==> config.mk <==
export PLATFORM = sky130hd
export DESIGN_NAME = bf16_round_norm
export DESIGN_NICKNAME = d
export VERILOG_FILES = /design/src/rtl/bf16_pkg.sv /design/src/rtl/bf16_lzc.sv /design/src/rtl/bf16_round_norm.sv
export SDC_FILE = /design/constraint.sdc
export NUM_CORES = 1
export LEC_CHECK = 0
export BUFFER_PORTS_ARGS = -buffer_cell sky130_fd_sc_hd__buf_2
export CAP_MARGIN = 20
export CORE_UTILIZATION = 52
export DETAILED_ROUTE_END_ITERATION = 8
export PLACE_DENSITY_LB_ADDON = 0.3
export SLEW_MARGIN = 10
export SYNTH_ARGS = -nofsm -noshare
export SYNTH_HDL_FRONTEND = slang
export SYNTH_SLANG_ARGS = --single-unit
==> constraint.sdc <==
create_clock -name clk -period 2.37 [get_ports clk]
set_input_delay 0 -clock clk [delete_from_list [all_inputs] [get_ports clk]]
set_output_delay 0 -clock clk [all_outputs]
set_load 0.02 [all_outputs]
==> src/rtl/bf16_pkg.sv <==
// rtl/bf16_pkg.sv - shared bf16 format constants and packed value type
package bf16_pkg;

    localparam int E    = 8;
    localparam int M    = 7;
    localparam int BIAS = 127;

    localparam logic [E-1:0] EXP_MAX   = {E{1'b1}};
    localparam logic [M-1:0] QNAN_FRAC = M'(1) << (M - 1);

    typedef struct packed {
        logic         s;
        logic [E-1:0] e;
        logic [M-1:0] m;
    } bf16_t;

endpackage

==> src/rtl/bf16_lzc.sv <==
// rtl/bf16_lzc.sv - combinational leading-zero counter
//
// Ports:
//   d        in   W   vector to scan, MSB first
//   count    out  CW  number of leading zeros (W when d is zero)
//   all_zero out  1   d is entirely zero
module bf16_lzc
    import bf16_pkg::*;
#(
    parameter int W  = bf16_pkg::M + 4,
    parameter int CW = $clog2(W + 1)
) (
    input  logic [W-1:0]  d,
    output logic [CW-1:0] count,
    output logic          all_zero
);

    // Scan upward so the highest set bit is the last one to overwrite count.
    always_comb begin
        count    = CW'(W);
        all_zero = 1'b1;
        for (int i = 0; i < W; i++) begin
            if (d[i]) begin
                count    = CW'(W - 1 - i);
                all_zero = 1'b0;
            end
        end
    end

endmodule

==> src/rtl/bf16_round_norm.sv <==
// rtl/bf16_round_norm.sv - two-stage normalize / round-to-nearest-even / pack for bf16 sums
//
// Ports:
//   clk, rst_n             clock, asynchronous active-low reset
//   valid_i, ready_o       input handshake
//   s_i, e_i, m_i          raw sum: sign, biased exponent, {carry, hidden, frac, g, r, st}
//   nan_i, inf_i           special-value markers from the adder
//   valid_o, ready_i       output handshake
//   s_o, e_o, m_o          packed bf16 result
//   overflow_o             finite value became infinity
//   underflow_o            nonzero value flushed to zero
//   inexact_o              guard/round/sticky bits were discarded
module bf16_round_norm
    import bf16_pkg::*;
#(
    parameter int E    = bf16_pkg::E,
    parameter int M    = bf16_pkg::M,
    parameter int BIAS = bf16_pkg::BIAS
) (
    input  logic         clk,
    input  logic         rst_n,
    input  logic         valid_i,
    output logic         ready_o,
    input  logic         s_i,
    input  logic [E-1:0] e_i,
    input  logic [M+4:0] m_i,
    input  logic         nan_i,
    input  logic         inf_i,
    output logic         valid_o,
    input  logic         ready_i,
    output logic         s_o,
    output logic [E-1:0] e_o,
    output logic [M-1:0] m_o,
    output logic         overflow_o,
    output logic         underflow_o,
    output logic         inexact_o
);

    localparam int MW = M + 5;           // raw mantissa incl. carry
    localparam int NW = M + 4;           // normalized {1, frac, g, r, st}
    localparam int XW = E + 2;           // signed exponent workspace
    localparam int CW = $clog2(NW + 1);

    // Largest biased exponent is 2*BIAS+1, which is the all-ones code.
    localparam logic [E-1:0]  EXP_ONES = E'(2 * BIAS + 1);
    localparam logic [XW-1:0] EXP_LIM  = XW'(2 * BIAS + 1);
    localparam logic [M-1:0]  QNAN     = M'(1) << (M - 1);

    logic en1, en2;
    logic v1;

    assign en2     = ~valid_o | ready_i;
    assign en1     = ~v1 | en2;
    assign ready_o = en1;

    // ---------------- stage 1: normalize ----------------
    logic [CW-1:0] lz;
    logic          lz_zero;

    bf16_lzc #(.W(NW), .CW(CW)) u_lzc (
        .d        (m_i[NW-1:0]),
        .count    (lz),
        .all_zero (lz_zero)
    );

    logic [XW-1:0] exp_n;
    logic [NW-1:0] mant_n;
    logic          zero_n;
    logic          flush_n;

    always_comb begin
        exp_n  = '0;
        mant_n = '0;
        if (m_i[MW-1]) begin
            // Carry out of the adder: drop one bit into sticky.
            mant_n = {m_i[MW-1:2], m_i[1] | m_i[0]};
            exp_n  = {2'b00, e_i} + XW'(1);
        end else begin
            mant_n = m_i[NW-1:0] << lz;
            exp_n  = {2'b00, e_i} - {{(XW-CW){1'b0}}, lz};
        end
        zero_n  = ~m_i[MW-1] & lz_zero;
        // Negative or zero biased exponent would need a subnormal; flush instead.
        flush_n = ~zero_n & (exp_n[XW-1] | (exp_n == '0));
    end

    logic          s1, nan1, inf1, zero1, flush1;
    logic [XW-1:0] exp1;
    logic [NW-1:0] mant1;

    always_ff @(posedge clk or negedge rst_n) begin
        if (!rst_n) begin
            v1     <= 1'b0;
            s1     <= 1'b0;
            exp1   <= '0;
            mant1  <= '0;
            nan1   <= 1'b0;
            inf1   <= 1'b0;
            zero1  <= 1'b0;
            flush1 <= 1'b0;
        end else if (en1) begin
            v1 <= valid_i;
            if (valid_i) begin
                s1     <= s_i;
                exp1   <= exp_n;
                mant1  <= mant_n;
                nan1   <= nan_i;
                inf1   <= inf_i;
                zero1  <= zero_n;
                flush1 <= flush_n;
            end
        end
    end

    // ---------------- stage 2: round and pack ----------------
    logic [M-1:0]  frac1;
    logic          g1, r1, st1, grs1, round_up;
    logic [M:0]    frac_sum;
    logic [XW-1:0] exp_r;

    assign frac1    = mant1[NW-2:3];
    assign g1       = mant1[2];
    assign r1       = mant1[1];
    assign st1      = mant1[0];
    assign grs1     = g1 | r1 | st1;
    assign round_up = g1 & (r1 | st1 | frac1[0]);
    assign frac_sum = {1'b0, frac1} + {{M{1'b0}}, round_up};
    // A carry out of the fraction leaves it all zeros, so only the exponent bumps.
    assign exp_r    = exp1 + {{(XW-1){1'b0}}, frac_sum[M]};

    logic         s_n, ovf_n, unf_n, inx_n;
    logic [E-1:0] e_n;
    logic [M-1:0] m_n;

    always_comb begin
        s_n   = s1;
        e_n   = '0;
        m_n   = '0;
        ovf_n = 1'b0;
        unf_n = 1'b0;
        inx_n = 1'b0;
        if (nan1) begin
            s_n = 1'b0;
            e_n = EXP_ONES;
            m_n = QNAN;
        end else if (inf1) begin
            e_n = EXP_ONES;
        end else if (zero1) begin
            e_n = '0;
        end else if (flush1) begin
            unf_n = 1'b1;
            inx_n = grs1;
        end else if (exp_r >= EXP_LIM) begin
            e_n   = EXP_ONES;
            ovf_n = 1'b1;
            inx_n = 1'b1;
        end else begin
            e_n   = exp_r[E-1:0];
            m_n   = frac_sum[M-1:0];
            inx_n = grs1;
        end
    end

    always_ff @(posedge clk or negedge rst_n) begin
        if (!rst_n) begin
            valid_o     <= 1'b0;
            s_o         <= 1'b0;
            e_o         <= '0;
            m_o         <= '0;
            overflow_o  <= 1'b0;
            underflow_o <= 1'b0;
            inexact_o   <= 1'b0;
        end else if (en2) begin
            valid_o <= v1;
            if (v1) begin
                s_o         <= s_n;
                e_o         <= e_n;
                m_o         <= m_n;
                overflow_o  <= ovf_n;
                underflow_o <= unf_n;
                inexact_o   <= inx_n;
            end
        end
    end

    // ---------------- checks ----------------
    a_no_x: assert property (@(posedge clk) disable iff (!rst_n)
        valid_o |-> !$isunknown({s_o, e_o, m_o, overflow_o, underflow_o, inexact_o}));

    a_hold: assert property (@(posedge clk) disable iff (!rst_n)
        (valid_o && !ready_i) |=> (valid_o &&
            $stable({s_o, e_o, m_o, overflow_o, underflow_o, inexact_o})));

    a_nan_inf: assert property (@(posedge clk) disable iff (!rst_n)
        !(nan_i && inf_i));

endmodule
==> flow_summary.ini <==
[clock_tree]
cts_buffer_depth = 2
tritoncts = yes
cts_made_buffers = 5
clock_latency_ns = 0.30
cts_sinks = 46
cts_root_buf = clkbuf_8
clk_pin_slew_ns = 0.09
htreeDepth = 2

[logic_synthesis]
synth_cells = 369
yosysSeqAreaShare = 0.366
synth_area_per_cell_um2 = 8.53
ys_warn_count = 0
synth_nets = 406
ys_types = 56
synth-async-reset-ratio = 1.00
netlist_top_cells_count = nand2_1 (50), dfrtp_1 (46), nor2_1 (33), o21ai_0 (22), a21oi_1 (18)
ys.flop_type = dfrtp_1
synth_top_area_cell = dfrtp_1
synth.most_common_cell = nand2_1
netlist_top_cells_area = dfrtp_1 (37%), nand2_1 (6.0%), nor2_1 (3.9%)
ys_ff_latch = 46
netlist.area_leader.share = 0.366
synth_edf_count = 0
synth_area_um2 = 3150

[global_routing]
grt_max_degree = 47
track_usage = 0.257
overflow = 0
antenna_found_initial = 0
grt_pass1_wl_um = 12900
grt_pass1_vias = 2783

[route]
dr.pass1.iters = 5
vias = 3101
finalWirelength_um = 8450
drtIter0Drc = 209
vias_per_cell = 5.99
drc = 0
ant_nets = 0
wire_per_inst_um = 16.3

[setup_path]
r2r_cells = 12
r2r_end = e_o[0]$_DFFE_PN0P_
r2r_slack_ns = 0.03
arrival_ns = 2.58
critPathRequiredTime_ns = 2.61
regToRegStartpoint = mant1[3]$_DFFE_PN0P_
crit_path_end_kind = flip-flop
worst_setup_path_start_kind = flip-flop
path_class = reg -> reg
path_max_fanout = 7

[placed_design]
numPortBuffers = 47
dp_hpwl_um = 5800
place_congestion = 0.916

[sta]
worstMarginPinSlew_ns = 0.853
final.period_utilization = 0.987
drv_slew = 0
slew_headroom = 0.427
setup_viol = 0
period_needed_ns = 2.34
finalHoldViolations = 0
fmax_mhz = 428
clock-skew-final_ns = 0.00868
whs_ns = 0.0213

[cells_and_area]
num_antenna_cells = 0
fin_util = 0.709
nNetsFinal = 482
syn_to_final_growth_pct = 27.8
drive_gt1_frac = 0.285
fillers = 431

[pwr]
pwr-share-comb = 0.341
netSwitchingPower_uw = 817
p_int_mw = 1.58
leakagePower_nw = 1.75
ir_drop_mv = 0.543
pwr-share-seq = 0.422
p_total_mw = 2.39
swShare = 0.341
powerDensity_nw_per_um2 = 595
clock_power_share = 0.237

[hold_path]
holdPathStages = 3
min-delay-start = ready_i
hp-class = in -> reg
hold_end = valid_o$_DFFE_PN0P_

[floorplanning]
die-area_um2 = 6370
pin_count = 48
dieHeight_um = 79.8
rows = 27
coreArea_um2 = 5680
die_w_um = 79.8
initial_core_util = 0.555

[flow_run]
maxCapViolations = 0

[run_status]
run_status = finished clean
## stage by stage
step | setup slack [ns] | instance area (um2) | setup TNS, ns | cells
floorplan | -0.142 | 3160 | -0.142 | 369
global placement | -0.0188 | 3670 | -0.0188 | 503
detailed placement | -0.149 | 3670 | -1.73 | 503
CTS | 0.000220 | 3880 | 0 | 517
global route | -0.0976 | 4020 | -1.07 | 518
finish | 0.0312 | 4020 | 0 | 518
## repair_timing
action | 4_1_cts | 5_1_grt
hold endpoints to repair | 50 | 0
gates resized for setup | 8 | 17
setup buffers | 1 | 0
endpoints found under the setup margin | 15 | 16
pin swaps | 1 | 9
hold buffers | 5 | 0
## cells by family (layout without fill, tap and decap cells)
kind of cell | Yosys count | in the layout | share of synthesized area
mux | 9 | 9 | 0.0302
buf+inv | 32 | 109 | 0.0397
flops | 46 | 46 | 0.366
xor+xnor | 18 | 18 | 0.0501
fa+ha+maj | 10 | 10 | 0.0421
simple gates | 148 | 148 | 0.233
compound gates | 106 | 106 | 0.239
## state kept, by name, indices dropped and copies added, names as in the netlist, 7 cells and up
signal and count:
mant1 10, e_o 8, m_o 7, exp1 10
## layer usage
metal / part of all wire / track usage / vias up / wire (um)
met5: 0 / 0 / - / 0
met4: 0.020 / 0.0786 / 0 / 170
met3: 0.049 / 0.0286 / 21 / 413
met2: 0.48 / 0.436 / 121 / 4090
met1: 0.45 / 0.341 / 1458 / 3770
li1: - / - / 1501 / -
## layout by cell type, fill, tap and decap left out, types with 3 or more instances in the layout
cell type      instances
a21oi_1               17
a221o_1                3
a221oi_1               5
a22oi_1                7
a31oi_1                4
and2_1                 3
and3_1                 5
buf_2                 47
buf_4                 36
clkbuf_8               5
dfrtp_1               46
dlygate4sd3_1          5
ha_1                   6
inv_1                 11
mux2_2                 4
mux2i_1                5
nand2_1               49
nand2b_1               7
nand3_1               13
nand3b_1               3
nand4_1                5
nor2_1                31
nor2_2                 3
nor3_1                 5
nor4_1                 3
o21ai_0               20
o21ai_1               12
o221a_4                7
o31ai_1                7
or3_1                  3
xnor2_1               11
xor2_1                 5
## worst max-delay path, cell delays in order (launching register included)
cell,delay (ns)
dfrtp_1,0.36
and2_4,0.15
nand3_2,0.08
nor2_1,0.14
and3_4,0.22
ha_4,0.15
ha_4,0.17
nand3_4,0.08
xnor2_2,0.16
nand4_1,0.14
o211a_4,0.33
nand2_8,0.12
o221a_4,0.19
## worst max-delay path by stage
stage,slack (ns),start,end,cells past startpoint
after floorplan,-0.14,m_i[4],flush1$_DFFE_PN0P_,12
after global placement,-0.02,m_i[4],flush1$_DFFE_PN0P_,13
after detailed placement,-0.15,mant1[3]$_DFFE_PN0P_,m_o[1]$_DFFE_PN0P_,12
after CTS,0.0002,mant1[3]$_DFFE_PN0P_,e_o[0]$_DFFE_PN0P_,12
after global routing,-0.1,mant1[3]$_DFFE_PN0P_,m_o[1]$_DFFE_PN0P_,12
final,0.03,mant1[3]$_DFFE_PN0P_,e_o[0]$_DFFE_PN0P_,12
## layout make-up
type	count	area (um2)	share of cell area
Clock buffer	5	68.8	0.0171
Clock inverter	3	40.0	0.00995
Inverter	12	45.0	0.0112
Multi-Input combinational cell	291	2050	0.508
Sequential cell	46	1150	0.286
Tap cell	72	90.1	0.0224
Timing Repair Buffer	89	583	0.145
## power groups by stage
| stage | Combinational [mW] | Sequential (mW) | Clock (mW) |
|---|---|---|---|
| final | 0.816 | 1.01 | 0.567 |
| after global placement | 0.708 | 0.996 | 0 |
| after detailed placement | 0.727 | 1.00 | 0 |
| after floorplan | 0.381 | 1.07 | 0 |
| after CTS | 0.752 | 0.991 | 0.573 |
| after global routing | 0.886 | 1.02 | 0.607 |
No activity file was read; power rests on OpenSTA's default activity.
